### src/rtl/moore_run_detector_if.sv
// moore_run_detector_if: sample stream in, run/detect status out.
interface moore_run_detector_if #(
    parameter int RL_W  = 8,
    parameter int CNT_W = 16
);
    logic             clear;
    logic             in_valid;
    logic             in_bit;
    logic             polarity;
    logic             out_bit;
    logic             det_pulse;
    logic [RL_W-1:0]  run_len;
    logic [CNT_W-1:0] det_count;
    logic             det_overflow;
    modport master (
        output clear, in_valid, in_bit, polarity,
        input  out_bit, det_pulse, run_len, det_count, det_overflow
    );
    modport slave (
        input  clear, in_valid, in_bit, polarity,
        output out_bit, det_pulse, run_len, det_count, det_overflow
    );
endinterface

### src/rtl/moore_run_detector.sv
// moore_run_detector: Moore FSM flagging runs of RUN_LEN matching samples,
// with saturating run length, detection-event counter and sticky overflow.
module moore_run_detector #(
    parameter int RUN_LEN = 2,
    parameter int RL_W    = 8,
    parameter int CNT_W   = 16
) (
    input logic                  clk,
    input logic                  reset,
    moore_run_detector_if.slave  bus
);
    typedef enum logic [1:0] {S_IDLE = 2'd0, S_RUN = 2'd1, S_DET = 2'd2} state_t;
    localparam logic [RL_W-1:0] RL_MAX = '1;
    localparam logic [RL_W-1:0] RL_THR = RL_W'(RUN_LEN);
    state_t           r_state, w_state_n;
    logic [RL_W-1:0]  r_run, w_run_n, w_run_inc;
    logic [CNT_W-1:0] r_cnt, w_cnt_n;
    logic             r_pulse, w_pulse_n, r_ovf, w_ovf_n, w_match, w_enter;
    always_ff @(posedge clk or posedge reset) begin
        if (reset) begin
            r_state <= S_IDLE;
            r_run   <= '0;
            r_cnt   <= '0;
            r_pulse <= 1'b0;
            r_ovf   <= 1'b0;
        end else begin
            r_state <= w_state_n;
            r_run   <= w_run_n;
            r_cnt   <= w_cnt_n;
            r_pulse <= w_pulse_n;
            r_ovf   <= w_ovf_n;
        end
    end
    // Illegal state encodings fall back to S_IDLE even while samples are invalid.
    always_comb begin
        w_match   = bus.in_valid & (bus.in_bit != bus.polarity);
        w_run_inc = (r_run == RL_MAX) ? r_run : r_run + 1'b1;
        w_state_n = bus.clear     ? S_IDLE :
                    !bus.in_valid ? ((r_state == S_RUN || r_state == S_DET) ? r_state : S_IDLE) :
                    !w_match      ? S_IDLE :
                    (w_run_inc >= RL_THR) ? S_DET : S_RUN;
        w_run_n   = (bus.clear || (bus.in_valid && !w_match)) ? '0 : w_match ? w_run_inc : r_run;
        w_enter   = (w_state_n == S_DET) && (r_state != S_DET);
        w_pulse_n = w_enter;
        w_cnt_n   = bus.clear ? '0 : w_enter ? r_cnt + 1'b1 : r_cnt;
        w_ovf_n   = bus.clear ? 1'b0 : r_ovf | (w_enter & (&r_cnt));
    end
    assign bus.out_bit      = (r_state == S_DET);
    assign bus.det_pulse    = r_pulse;
    assign bus.run_len      = r_run;
    assign bus.det_count    = r_cnt;
    assign bus.det_overflow = r_ovf;
endmodule

### src/flat_wrapper.sv
// flat-port wrapper written by rule: the top's interface ports become plain ports
module moore_run_detector_flat 
#(
    parameter int RUN_LEN = 2,
    parameter int RL_W    = 8,
    parameter int CNT_W   = 16
)
  (clk, reset, bus_clear, bus_in_valid, bus_in_bit, bus_polarity, bus_out_bit, bus_det_pulse, bus_run_len, bus_det_count, bus_det_overflow);
  moore_run_detector_if #(.RL_W(RL_W), .CNT_W(CNT_W)) bus_i ();
  input logic clk;
  input logic reset;
  input wire logic [$bits(bus_i.clear)-1:0] bus_clear;
  input wire logic [$bits(bus_i.in_valid)-1:0] bus_in_valid;
  input wire logic [$bits(bus_i.in_bit)-1:0] bus_in_bit;
  input wire logic [$bits(bus_i.polarity)-1:0] bus_polarity;
  output wire logic [$bits(bus_i.out_bit)-1:0] bus_out_bit;
  output wire logic [$bits(bus_i.det_pulse)-1:0] bus_det_pulse;
  output wire logic [$bits(bus_i.run_len)-1:0] bus_run_len;
  output wire logic [$bits(bus_i.det_count)-1:0] bus_det_count;
  output wire logic [$bits(bus_i.det_overflow)-1:0] bus_det_overflow;
  assign bus_i.clear = bus_clear;
  assign bus_i.in_valid = bus_in_valid;
  assign bus_i.in_bit = bus_in_bit;
  assign bus_i.polarity = bus_polarity;
  assign bus_out_bit = bus_i.out_bit;
  assign bus_det_pulse = bus_i.det_pulse;
  assign bus_run_len = bus_i.run_len;
  assign bus_det_count = bus_i.det_count;
  assign bus_det_overflow = bus_i.det_overflow;
  moore_run_detector #(.RUN_LEN(RUN_LEN), .RL_W(RL_W), .CNT_W(CNT_W)) u_core (.clk(clk), .reset(reset), .bus(bus_i));
endmodule
### config.mk
export PLATFORM = sky130hd
export DESIGN_NAME = moore_run_detector_flat
export DESIGN_NICKNAME = d
export VERILOG_FILES = /design/src/rtl/moore_run_detector_if.sv /design/src/rtl/moore_run_detector.sv /design/src/flat_wrapper.sv
export SDC_FILE = /design/constraint.sdc
export NUM_CORES = 1
export LEC_CHECK = 0
export CORE_UTILIZATION = 54
export CTS_CLUSTER_SIZE = 25
export DETAILED_ROUTE_END_ITERATION = 8
export PLACE_DENSITY = 0.84
export SYNTH_ARGS = -nofsm -noshare
export SYNTH_HDL_FRONTEND = slang
export SYNTH_SLANG_ARGS = --single-unit
export TNS_END_PERCENT = 20
### constraint.sdc
create_clock -name clk -period 4.8 [get_ports clk]
set_clock_uncertainty 0.2 [all_clocks]
set_input_delay 0.96 -clock clk [delete_from_list [all_inputs] [get_ports clk]]
set_output_delay 0.96 -clock clk [all_outputs]
set_load 0.03 [all_outputs]
==> results by group <==
Drt
  – DRC: 0
  – Vias per cell: 6.61
  – Pre-antenna DRT Iters: 4
  – Detail Route Antenna Nets: 0
  – Detailed Route WL: 3650 µm
  – Initial DRC count: 54
  – Wire per inst: 16.2 µm
  – Vias: 1494

STA
  – Worst Max-Slew Pin Slew: 1010 ps
  – Clock period minus worst slack: approximately 3400 ps
  – Fmax achieved: 297 MHz
  – RSZ-0062 raised after global routing: false
  – Final Slew Violations: 0
  – Final setup viols: 0
  – Final hold violation count: 0
  – Slew headroom: 32.4%
  – Final Cycle Share: 70.2%
  – Sum of negative setup slack: 0 ps

Critical path
  – Crit path buf inv count: 1
  – Critical Path RT: 4850 ps
  – Critical path cell sequence: clkdlybuf4s50_1 -> xor2_1 -> nand2_1 -> nor2_2 -> nand4_1 -> or4_1 -> a21oi_1
  – CP max-delay cell: or4_1
  – Critical Path Start Type: primary input
  – CP top delay family: simple AND/OR/NAND/NOR gates
  – Worst stage delay on the critical path: 610 ps
  – Critical path endpoint category: flop
  – Arrival @ worst endpoint: 3430 ps
  – Setup CP Type: in2reg
  – Worst Path Max Fanout: 12

Clock tree
  – Root buffer cell: clkbuf_4
  – Worst skew pair latency: 320 ps
  – Clock slew at reported path FFs: 140 ps
  – Post_cts resized: 0
  – Post-CTS Setup Inserts: 0
  – CTS sink count: 28
  – Clk buf depth: 2
  – CTS tree: done
  – CTS buffer count: 3
  – H-tree levels: 1
  – Hold-fix buffers at CTS: 0

GRT
  – Global-route wire length before repair: 6440 µm
  – Largest net degree at the start of global routing: 29
  – Initial antenna violation count: 0
  – Remaining global-route overflow: 0
  – Vias in the first global route: approximately 1400
  – GRT Total Usage: ~26%

Die
  – Total I/O pin count: 33
  – Initial Util: 57.2%
  – CORE AREA: 0.00278 mm²
  – Number of cell rows: 19
  – Die Ht: around 56 µm
  – Die Wd: between 50 and 60 µm
  – Die Footprint: 0.00317 mm²

Placement
  – Placed standard-cell area: 0.00190 mm²
  – Placer Congestion: between 0.8 and 0.9
  – Dpl cells: 223
  – Port bufs: 32
  – Detailed placer's ending HPWL: 2620 µm

Outcome
  – Status: finished clean

Logic synthesis
  – Yosys reg bits: 28
  – Mapped cell area: 0.00159 mm²
  – Mean Syn Cell Area: 9.42 µm²
  – Ys flop type: dfrtp_1
  – Sequential share of the synthesized area: 44.0%
  – Ys async rst share: 100%
  – Yosys warnings: 0
  – Syn_nets: 177
  – Number of enable flip-flop cells after synthesis: 0
  – Post-synthesis cell count: ~170
  – Unique masters post-synth: 40

Flow run
  – Max cap viols: 0

Pwr
  – Leak Pwr: 0.800 nW
  – Maximum VDD drop: between 150 and 200 µV
  – Power per cell area: slightly below 200 mW/mm²

Cells and area
  – Synth-to-Final Area Change: 21.1%
  – Fin cells: ~230
  – Fillers: between 200 and 250
  – Share of layout cells above drive strength 1: 6.15%
  – N_diodes: 0
  – Final #Nets: 205
  – Design area: 0.00193 mm²

Hold path
  – Worst min path class: reg2reg
-- logic make-up (layout without fill, tap and decap cells) --
| kind of cell | Yosys count | in the layout | share of synthesized area [%] |
|---|---|---|---|
| simple gates | 62 | 62 | 21.8 |
| compound gates | 53 | 53 | 23.7 |
| flops | 28 | 28 | 44.0 |
| buf+inv | 18 | 44 | 5.27 |
| mux | 4 | 4 | 2.52 |
| fa+ha+maj | 2 | 2 | 1.57 |
| xor+xnor | 2 | 2 | 1.10 |
-- routing by layer --
layer	up-vias	wire, µm	track usage (%)
met4	0	25	5.23
met1	733	1650	36.3
met3	4	169	4.15
met5	-	0	0
met2	48	1810	41.8
li1	709	-	-
-- sequential cells by signal, indices dropped and copies added (netlist names) --
signal and cells:
u_core.r_state 2, u_core.bus.det_pulse 1, u_core.bus.run_len 8, u_core.bus.det_overflow 1, u_core.bus.det_count 16
-- cell type report --
class | instances | area, µm² | area share [%]
multi-input combinational | 123 | 807 | 41.9
inverter | 8 | 30.0 | 1.56
timing repair buffer | 33 | 328 | 17.0
tap | 31 | 38.8 | 2.01
clock buffer | 3 | 22.5 | 1.17
sequential | 28 | 701 | 36.4
-- cell usage after synthesis (5+ instances only) --
cell	instances	area [µm²]
or4_1	6	45.0
a21oi_1	19	95.1
nand3_1	11	55.1
dfrtp_1	28	701
nor2_1	10	37.5
nand4_1	5	31.3
o31ai_1	8	60.1
nand2_1	11	41.3
o21ai_0	6	30.0
inv_1	8	30.0
-- final timing paths --
| kind | cells after the start | from | slack, ps | end |
|---|---|---|---|---|
| min in group asynchronous | 2 | reset | 950 | u_core.bus.det_pulse$_DFF_PP0_ |
| max in group asynchronous | 2 | reset | 2830 | u_core.bus.det_count[3]$_DFFE_PP0P_ |
| max reg2reg | 6 | u_core.bus.run_len[4]$_DFFE_PP0P_ | 2240 | u_core.bus.det_count[7]$_DFFE_PP0P_ |
| max | 7 | bus_in_bit | 1430 | u_core.bus.det_count[14]$_DFFE_PP0P_ |
| min | 1 | u_core.bus.det_count[6]$_DFFE_PP0P_ | 320 | u_core.bus.det_count[6]$_DFFE_PP0P_ |
| min reg2reg | 1 | u_core.bus.det_count[6]$_DFFE_PP0P_ | 320 | u_core.bus.det_count[6]$_DFFE_PP0P_ |
-- stage by stage --
stage               worst slack (ps)  total power, mW  hold slack, ps  util (%)
global placement                1260            0.285             288      68.5
CTS                             1470            0.376             323      69.3
floorplan                       2040            0.274             372         -
global route                    1270            0.391             349      69.3
finish                          1430            0.374             319      69.3
detailed placement              1140            0.286             305      68.5
-- power by group --
part	switching, mW	total, mW	internal [mW]
Clock	0.0636	0.0930	0.0294
Sequential	0.00172	0.240	0.238
Combinational	0.0270	0.0418	0.0149
-- placed cells by master, fill, tap and decap left out, drive strengths merged, types with 2 or more instances in the layout --
cell	instances
a21oi	19
a31oi	4
and3	6
and4	4
clkbuf	3
clkdlybuf4s50	32
dfrtp	28
ha	2
inv	8
mux2i	4
nand2	11
nand3	11
nand4	5
nor2	11
o21ai	6
o311ai	4
o31ai	8
o41ai	4
or2	2
or3	2
or4	6
-- worst register-to-register path, stage by stage (launching register included) --
cell and delay, ps:
dfrtp_1 570, nand4_1 220, o21ai_0 210, mux2i_1 140, a311oi_2 760, nand3_1 190
mux2i_1 160
No activity file was read; power rests on OpenSTA's default activity.
